===== config.mk =====
export PLATFORM = sky130hd
export DESIGN_NAME = barcode_entry_ctrl_flat
export DESIGN_NICKNAME = d
export VERILOG_FILES = /design/src/rtl/barcode_pkg.sv /design/src/rtl/barcode_entry_ctrl_if.sv /design/src/rtl/entry_timeout_timer.sv /design/src/rtl/barcode_entry_ctrl.sv /design/src/flat_wrapper.sv
export SDC_FILE = /design/constraint.sdc
export NUM_CORES = 1
export LEC_CHECK = 0
export ABC_AREA = 1
export ABC_CLOCK_PERIOD_IN_PS = 3000
export BUFFER_PORTS_ARGS = -buffer_cell sky130_fd_sc_hd__buf_4
export CAP_MARGIN = 30
export CELL_PAD_IN_SITES_DETAIL_PLACEMENT = 0
export CELL_PAD_IN_SITES_GLOBAL_PLACEMENT = 2
export CORE_UTILIZATION = 35
export CTS_CLUSTER_DIAMETER = 40
export CTS_CLUSTER_SIZE = 30
export DETAILED_ROUTE_END_ITERATION = 10
export GPL_TIMING_DRIVEN = 0
export PLACE_DENSITY_LB_ADDON = 0.1
export SYNTH_ARGS = -nofsm -noshare
export SYNTH_HDL_FRONTEND = slang
export SYNTH_SLANG_ARGS = --single-unit
export TNS_END_PERCENT = 10

===== constraint.sdc =====
create_clock -name CLK -period 3 [get_ports CLK]
set_clock_uncertainty 0.15 [all_clocks]
set_input_delay 0.45 -clock CLK [delete_from_list [all_inputs] [get_ports CLK]]
set_output_delay 0.45 -clock CLK [all_outputs]
set_load 0.02 [all_outputs]

===== src/rtl/barcode_pkg.sv =====
// Shared types and constants for the barcode digit-entry controller.
// Holds the FSM state encoding, the largest legal BCD digit and the default idle timeout.
package barcode_pkg;

   typedef enum logic [1:0] {
      IDLE     = 2'd0,
      ENTRY    = 2'd1,
      COMPLETE = 2'd2
   } state_t;

   localparam int BCD_MAX = 9;

   // 5 s of inactivity at 50 MHz
   localparam int DEFAULT_TIMEOUT = 250000000;

endpackage


===== src/rtl/barcode_entry_ctrl_if.sv =====
// Strobe and result bundle between the digit source and the entry controller.
// master: ENABLE/Digit_in/BACKSPACE/CLEAR/ACK out, results in; slave: the reverse.
interface barcode_entry_ctrl_if #(
   parameter int NUM_DIGITS = 4,
   parameter int DIGIT_W    = 4,
   parameter int CNT_W      = $clog2(NUM_DIGITS + 1)
);

   logic                          ENABLE;
   logic [DIGIT_W-1:0]            Digit_in;
   logic                          BACKSPACE;
   logic                          CLEAR;
   logic                          ACK;
   logic [NUM_DIGITS*DIGIT_W-1:0] Barcode;
   logic [CNT_W-1:0]              NumDigitsEntered;
   logic                          Completed;
   logic                          Busy;
   logic                          Invalid_pulse;
   logic                          Timeout_pulse;

   modport master (
      output ENABLE, Digit_in, BACKSPACE, CLEAR, ACK,
      input  Barcode, NumDigitsEntered, Completed, Busy,
      input  Invalid_pulse, Timeout_pulse
   );

   modport slave (
      input  ENABLE, Digit_in, BACKSPACE, CLEAR, ACK,
      output Barcode, NumDigitsEntered, Completed, Busy,
      output Invalid_pulse, Timeout_pulse
   );

endinterface


===== src/rtl/entry_timeout_timer.sv =====
// Inactivity timer: counts while run is high, restarts on any strobe.
// Ports: CLK, RESET_N (sync, active-low), run, restart in; expired out (combinational pulse).
module entry_timeout_timer
   import barcode_pkg::*;
#(
   parameter int TIMEOUT_CYCLES = DEFAULT_TIMEOUT
) (
   input  logic CLK,
   input  logic RESET_N,
   input  logic run,
   input  logic restart,
   output logic expired
);

   generate
      if (TIMEOUT_CYCLES == 0) begin : g_off
         assign expired = 1'b0;
      end else begin : g_on
         localparam int W = $clog2(TIMEOUT_CYCLES + 1);
         localparam logic [W-1:0] LAST = W'(TIMEOUT_CYCLES - 1);

         logic [W-1:0] cnt;

         always_ff @(posedge CLK) begin
            if (!RESET_N || !run || restart || cnt == LAST)
               cnt <= '0;
            else
               cnt <= cnt + 1'b1;
         end

         // A strobe on the expiry cycle wins over the timeout
         assign expired = run && !restart && (cnt == LAST);
      end
   endgenerate

endmodule


===== src/rtl/barcode_entry_ctrl.sv =====
// Assembles strobed BCD digits into a NUM_DIGITS code with backspace/clear/timeout.
// Ports: CLK, RESET_N (sync, active-low), bus (slave: strobes in, code/status out).
module barcode_entry_ctrl
   import barcode_pkg::*;
#(
   parameter int NUM_DIGITS     = 4,
   parameter int DIGIT_W        = 4,
   parameter int TIMEOUT_CYCLES = DEFAULT_TIMEOUT,
   parameter int CNT_W          = $clog2(NUM_DIGITS + 1)
) (
   input logic                 CLK,
   input logic                 RESET_N,
   barcode_entry_ctrl_if.slave bus
);

   localparam int CW = NUM_DIGITS * DIGIT_W;
   localparam logic [CNT_W-1:0]   FULL  = CNT_W'(NUM_DIGITS);
   localparam logic [CNT_W-1:0]   LASTC = CNT_W'(NUM_DIGITS - 1);
   localparam logic [CNT_W-1:0]   ONE   = CNT_W'(1);
   localparam logic [DIGIT_W-1:0] DMAX  = DIGIT_W'(BCD_MAX);

   state_t           state, state_n;
   logic [CW-1:0]    code, code_n;
   logic [CNT_W-1:0] cnt, cnt_n;
   logic             inv_n, to_n;
   logic             cmp_q, busy_q, inv_q, to_q;
   logic             expired, digit_ok;

   assign digit_ok = (bus.Digit_in <= DMAX);

   entry_timeout_timer #(
      .TIMEOUT_CYCLES(TIMEOUT_CYCLES)
   ) u_timer (
      .CLK     (CLK),
      .RESET_N (RESET_N),
      .run     (state == ENTRY),
      .restart (bus.ENABLE | bus.BACKSPACE | bus.CLEAR),
      .expired (expired)
   );

   always_comb begin
      state_n = state;
      code_n  = code;
      cnt_n   = cnt;
      inv_n   = 1'b0;
      to_n    = 1'b0;
      unique case (state)
         IDLE: begin
            if (!bus.CLEAR && !bus.BACKSPACE && bus.ENABLE) begin
               if (digit_ok) begin
                  code_n  = CW'(bus.Digit_in);
                  cnt_n   = ONE;
                  state_n = (NUM_DIGITS == 1) ? COMPLETE : ENTRY;
               end else begin
                  inv_n = 1'b1;
               end
            end
         end
         ENTRY: begin
            if (bus.CLEAR) begin
               code_n  = '0;
               cnt_n   = '0;
               state_n = IDLE;
            end else if (bus.BACKSPACE) begin
               for (int k = 0; k < NUM_DIGITS; k++)
                  if (k == int'(cnt) - 1)
                     code_n[k*DIGIT_W +: DIGIT_W] = '0;
               cnt_n = cnt - 1'b1;
               if (cnt == ONE)
                  state_n = IDLE;
            end else if (bus.ENABLE) begin
               if (digit_ok) begin
                  for (int k = 0; k < NUM_DIGITS; k++)
                     if (k == int'(cnt))
                        code_n[k*DIGIT_W +: DIGIT_W] = bus.Digit_in;
                  cnt_n = cnt + 1'b1;
                  if (cnt_n == FULL)
                     state_n = COMPLETE;
               end else begin
                  inv_n = 1'b1;
               end
            end else if (expired) begin
               code_n  = '0;
               cnt_n   = '0;
               state_n = IDLE;
               to_n    = 1'b1;
            end
         end
         COMPLETE: begin
            // ACK sits just below CLEAR so an accepted code is never
            // reopened or flagged invalid by a coincident strobe
            if (bus.CLEAR || bus.ACK) begin
               code_n  = '0;
               cnt_n   = '0;
               state_n = IDLE;
            end else if (bus.BACKSPACE) begin
               code_n[(NUM_DIGITS-1)*DIGIT_W +: DIGIT_W] = '0;
               cnt_n   = LASTC;
               state_n = (NUM_DIGITS == 1) ? IDLE : ENTRY;
            end else if (bus.ENABLE) begin
               inv_n = 1'b1;
            end
         end
         default: begin
            code_n  = '0;
            cnt_n   = '0;
            state_n = IDLE;
         end
      endcase
   end

   always_ff @(posedge CLK) begin
      if (!RESET_N) begin
         state  <= IDLE;
         code   <= '0;
         cnt    <= '0;
         cmp_q  <= 1'b0;
         busy_q <= 1'b0;
         inv_q  <= 1'b0;
         to_q   <= 1'b0;
      end else begin
         state  <= state_n;
         code   <= code_n;
         cnt    <= cnt_n;
         cmp_q  <= (state_n == COMPLETE);
         busy_q <= (state_n != IDLE);
         inv_q  <= inv_n;
         to_q   <= to_n;
      end
   end

   assign bus.Barcode          = code;
   assign bus.NumDigitsEntered = cnt;
   assign bus.Completed        = cmp_q;
   assign bus.Busy             = busy_q;
   assign bus.Invalid_pulse    = inv_q;
   assign bus.Timeout_pulse    = to_q;

endmodule


===== src/flat_wrapper.sv =====
// flat-port wrapper written by rule: the top's interface ports become plain ports
module barcode_entry_ctrl_flat import barcode_pkg::*;
#(
   parameter int NUM_DIGITS     = 4,
   parameter int DIGIT_W        = 4,
   parameter int TIMEOUT_CYCLES = DEFAULT_TIMEOUT,
   parameter int CNT_W          = $clog2(NUM_DIGITS + 1)
)
  (CLK, RESET_N, bus_ENABLE, bus_Digit_in, bus_BACKSPACE, bus_CLEAR, bus_ACK, bus_Barcode, bus_NumDigitsEntered, bus_Completed, bus_Busy, bus_Invalid_pulse, bus_Timeout_pulse);
  barcode_entry_ctrl_if #(.NUM_DIGITS(NUM_DIGITS), .DIGIT_W(DIGIT_W), .CNT_W(CNT_W)) bus_i ();
  input logic CLK;
  input logic RESET_N;
  input wire logic [$bits(bus_i.ENABLE)-1:0] bus_ENABLE;
  input wire logic [$bits(bus_i.Digit_in)-1:0] bus_Digit_in;
  input wire logic [$bits(bus_i.BACKSPACE)-1:0] bus_BACKSPACE;
  input wire logic [$bits(bus_i.CLEAR)-1:0] bus_CLEAR;
  input wire logic [$bits(bus_i.ACK)-1:0] bus_ACK;
  output wire logic [$bits(bus_i.Barcode)-1:0] bus_Barcode;
  output wire logic [$bits(bus_i.NumDigitsEntered)-1:0] bus_NumDigitsEntered;
  output wire logic [$bits(bus_i.Completed)-1:0] bus_Completed;
  output wire logic [$bits(bus_i.Busy)-1:0] bus_Busy;
  output wire logic [$bits(bus_i.Invalid_pulse)-1:0] bus_Invalid_pulse;
  output wire logic [$bits(bus_i.Timeout_pulse)-1:0] bus_Timeout_pulse;
  assign bus_i.ENABLE = bus_ENABLE;
  assign bus_i.Digit_in = bus_Digit_in;
  assign bus_i.BACKSPACE = bus_BACKSPACE;
  assign bus_i.CLEAR = bus_CLEAR;
  assign bus_i.ACK = bus_ACK;
  assign bus_Barcode = bus_i.Barcode;
  assign bus_NumDigitsEntered = bus_i.NumDigitsEntered;
  assign bus_Completed = bus_i.Completed;
  assign bus_Busy = bus_i.Busy;
  assign bus_Invalid_pulse = bus_i.Invalid_pulse;
  assign bus_Timeout_pulse = bus_i.Timeout_pulse;
  barcode_entry_ctrl #(.NUM_DIGITS(NUM_DIGITS), .DIGIT_W(DIGIT_W), .TIMEOUT_CYCLES(TIMEOUT_CYCLES), .CNT_W(CNT_W)) u_core (.CLK(CLK), .RESET_N(RESET_N), .bus(bus_i));
endmodule

==> results.md <==
* Outcome: complete, no violations
* Worst skew pair latency at 310 ps
* Total half-perimeter wirelength after legalization and detailed placement at 6.27 mm
* Worst IR Drop VDD at about 180 uV
* Vias post-DR at 2993
* Number of distinct library cells after synthesis at 39
* Worst-margin pin slew at roughly 480 ps
* Max-Cap Viols at 0
* Most used DFF post-synth: sky130_fd_sc_hd__dfxtp_1
* Setup violations, final at 0
* First-pass GRT wire length at 13.4 mm
* Final max-slew violation count at 0
* Part of the total power dissipated in the clock network at 40.2%
* Total nets after synthesis at approximately 490
* Final weighted congestion in routability-driven placement at 0.848
* Least setup slack across all paths after layout at approximately 830 ps
* DRC violations left at 0
* Arrival time reported for the critical path endpoint at between 2000 and 2500 ps
* Kind of critical path: register to register
* Largest family of logic cells by synthesized area: simple AND/OR/NAND/NOR gates
* Reg power frac at 48.9%
* Antenna-violating nets left at 0
* Initial antenna violation count at 0
* Post-CTS Hold Buffers at 0
* Crit-path slowest cell: sky130_fd_sc_hd__dfxtp_1
* Sequential-to-total area share from yosys stat at 33.8%
* RSZ-0062 raised after global routing: false
* Largest net degree at the start of global routing at 18
* Design internal power at ~0.0011 W
* Power per Cell Area at 408 nW/um^2
* Type of the most critical hold path: input pin to register
* CP Buf/Inv Count at 2
* Post-CTS repair timing setup buffer count at 0
* 1st-iter DRT viols at 114
* TritonCTS clock tree: done
* Worst reg-to-reg path cell count at 12
* Number of placement rows at 34
* Cell-by-cell trace of the critical path: inv_1, ha_1, inv_1, nand2_1, nand2_1, nand3_1, nand2_1, nand2_1, nor2_1, nand3_2, nor2_1, nor2_1
* Highest clock frequency the design can meet at around 0.46 GHz
* Reg-to-reg startpoint: u_core.bus.NumDigitsEntered[0]
* Multiplexer area fraction after synthesis at 0%
* Worst slack after detailed placement at 876 ps
* Cell seen most often among critical-path stages: sky130_fd_sc_hd__nand2_1
* Final Hold Vio Count at 0
* Area of the multi-input gates at 1720 um^2
* Part of the power in combinational logic at between 10% and 20%
* Compound-Gate Fraction of Synth Area at approximately 7.6%
* Final worst path period need at between 2000 and 2500 ps
* Slew headroom at 67.9%
* Endpoint type of the worst setup path: register
* Total of flip-flops plus latches after synthesis at 53
* Net switching share of the total power at 24.9%
* Top delay family on crit path: simple AND/OR/NAND/NOR gates
* Number of instances in the synthesized netlist at 476
* Total congestion overflow at 0
* Y dimension of the die at roughly 97 um
* Synth Area per Inst at 6.60 um^2
* Average detailed-routed wire length per instance at 12.7 um
* Non-filler instance count after layout at approximately 620
* Initial Utilization at 36.0%
* YS warnings at 0
* Area share of and/or/nand/nor cells after synthesis at 42.7%
* Detailed Routing Iterations Pass 1 at 4
* Fill cells at 941
* Number of global-route vias before repair at 2742
* Synth Area in Adders at 3.19%
* Post-synthesis instance area at 3140 um^2
* DIE AREA at 9360 um^2
* Most numerous cell in the Yosys netlist: sky130_fd_sc_hd__nand2_1
* H-Tree Level Count at 2
* DR vias/cell at 4.81
* Number of sinks handled by clock tree synthesis at 53
* Launch point of the critical path: u_core.bus.NumDigitsEntered[0]
* Min-delay src: bus_Digit_in[0]
* Maximum buffer depth of the clock tree at 2
* Leading cell types by total area after synthesis: sky130_fd_sc_hd__dfxtp_1, sky130_fd_sc_hd__nand2_1, sky130_fd_sc_hd__inv_1
* Die X at 96.7 um
* Core occupancy in the finished layout at a little over two fifths
* Share of the synthesized netlist area taken by xor and xnor gates at under 10%
* Leakage power summed over all cells at 1.59 nW
* Count of cell instances traversed by the critical path at 12
* Ys async rst share at 0%
* Count of flip-flops with a built-in enable after synthesis at 0
* Fraction of post-synthesis cell area in the top cell type by area at 33.8%
* Number of primary I/O pins at 33
* Final worst path period share at 72.4%
* Worst Hold Margin at between 200 and 300 ps
* Count of cells along the worst hold path at 3
* Routed WL at 7.89 mm
* Area leader, netlist: sky130_fd_sc_hd__dfxtp_1
* Count of port buffers added during placement at 30
* Total placed cells including tap cells at 614
* Ratio of cells with drive above 1 in the final layout at 16.1%
* Crit start category: register
* Clock edge transition at the registers on the reported setup and hold paths at 100 ps
* Synthesis-to-finish area growth at 15.9%
* Switch Pwr at approximately 0.00037 W
* FF/Latch Area at about 1100 um^2
* Global Route Usage Sum at 17.6%
* Worst Path Required at 3060 ps
* Delay of the slowest critical-path stage at 440 ps
* Clock buffers created by TritonCTS at 5
* Post-Route Setup TNS at 0 ps
* Worst-path maximum fanout at 6
* Worst-case register-to-register setup slack at 830 ps
* Most frequent cells after synthesis: sky130_fd_sc_hd__nand2_1, sky130_fd_sc_hd__inv_1, sky130_fd_sc_hd__nor2_1, sky130_fd_sc_hd__dfxtp_1, sky130_fd_sc_hd__a21oi_1
* Post-CTS sizing at 0
* Number of nets in the layout at 531
* Antenna cell count at 0
* Floorplan Core Area at between 8000 and 9000 um^2
* Clk root buf: sky130_fd_sc_hd__clkbuf_8
state kept, by name (all words and copies together), names as in the netlist:
name	cells
u_core.bus.NumDigitsEntered	3
u_core.bus.Completed	1
u_core.u_timer.g_on.cnt	28
u_core.state	2
u_core.bus.Busy	1
u_core.bus.Barcode	16
u_core.bus.Invalid_pulse	1
u_core.bus.Timeout_pulse	1
worst paths after layout:
check,to
worst max-delay path,u_core.bus.Barcode[9]
worst max register to register,u_core.bus.Barcode[9]
worst min-delay path,u_core.bus.Barcode[12]
worst min register to register,u_core.u_timer.g_on.cnt[0]
cell usage in the layout (no fill, tap or decap), types with 4 or more instances in the layout:
master / instances
sky130_fd_sc_hd__nor2_2: 7
sky130_fd_sc_hd__buf_4: 31
sky130_fd_sc_hd__nand3_2: 7
sky130_fd_sc_hd__nor2_1: 65
sky130_fd_sc_hd__nor2_4: 5
sky130_fd_sc_hd__or2_2: 5
sky130_fd_sc_hd__a21oi_1: 26
sky130_fd_sc_hd__nand4_1: 20
sky130_fd_sc_hd__dfxtp_1: 53
sky130_fd_sc_hd__o21ai_0: 8
sky130_fd_sc_hd__inv_1: 75
sky130_fd_sc_hd__clkbuf_8: 5
sky130_fd_sc_hd__inv_2: 6
sky130_fd_sc_hd__ha_1: 8
sky130_fd_sc_hd__nand3_1: 23
sky130_fd_sc_hd__o21ai_1: 4
sky130_fd_sc_hd__nand2_1: 122
sky130_fd_sc_hd__nor3_1: 8
tightest hold or removal path, delay by kind of cell:
| kind | cells | cell delay, ps |
|---|---|---|
| AO/OA/AOI/OAI | 1 | 60 |
| buffers and inverters | 1 | 100 |
| AND/OR/NAND/NOR | 1 | 80 |
power by group through the flow:
stage	registers [W]	logic [W]	clock network (W)
after CTS	0.000727	0.000164	0.000628
after detailed placement	0.000743	0.000163	0
after global placement	0.000743	0.000163	0
after global routing	0.000730	0.000185	0.000654
final	0.000727	0.000162	0.000597
after floorplan	0.000760	0.0000899	0
routing by layer:
metal | vias to the layer above | global-route usage [%] | routed length, um
li1 | 1572 | - | -
met1 | 1371 | 27.6 | 4450
met2 | 44 | 25.1 | 3150
met3 | 6 | 2.46 | 216
met4 | 0 | 4.13 | 74
met5 | - | 0 | 0
through the flow:
stage	power, W	area, um^2
2_1_floorplan	0.000850	3140
3_3_place_gp	0.000906	3500
3_5_place_dp	0.000906	3500
4_1_cts	0.00152	3640
5_1_grt	0.00157	3640
6_report	0.00149	3640
logic make-up (layout without fill, tap and decap cells):
| kind of cell | Yosys count | count (layout) |
|---|---|---|
| AO/OA/AOI/OAI | 45 | 45 |
| adder cells (fa/ha/maj) | 8 | 8 |
| AND/OR/NAND/NOR | 277 | 277 |
| XOR/XNOR | 4 | 4 |
| flip-flops | 53 | 53 |
| buffers and inverters | 89 | 127 |
cell type report:
cell class,instances,area share (%)
Tap cell,108,3.71
Buffer,8,1.62
Multi-Input combinational cell,334,47.2
Clock buffer,5,1.89
Timing Repair Buffer,30,6.19
Clock inverter,3,1.89
Sequential cell,53,29.2
Inverter,81,8.36
Note: power is estimated with default switching activity, not from simulation.
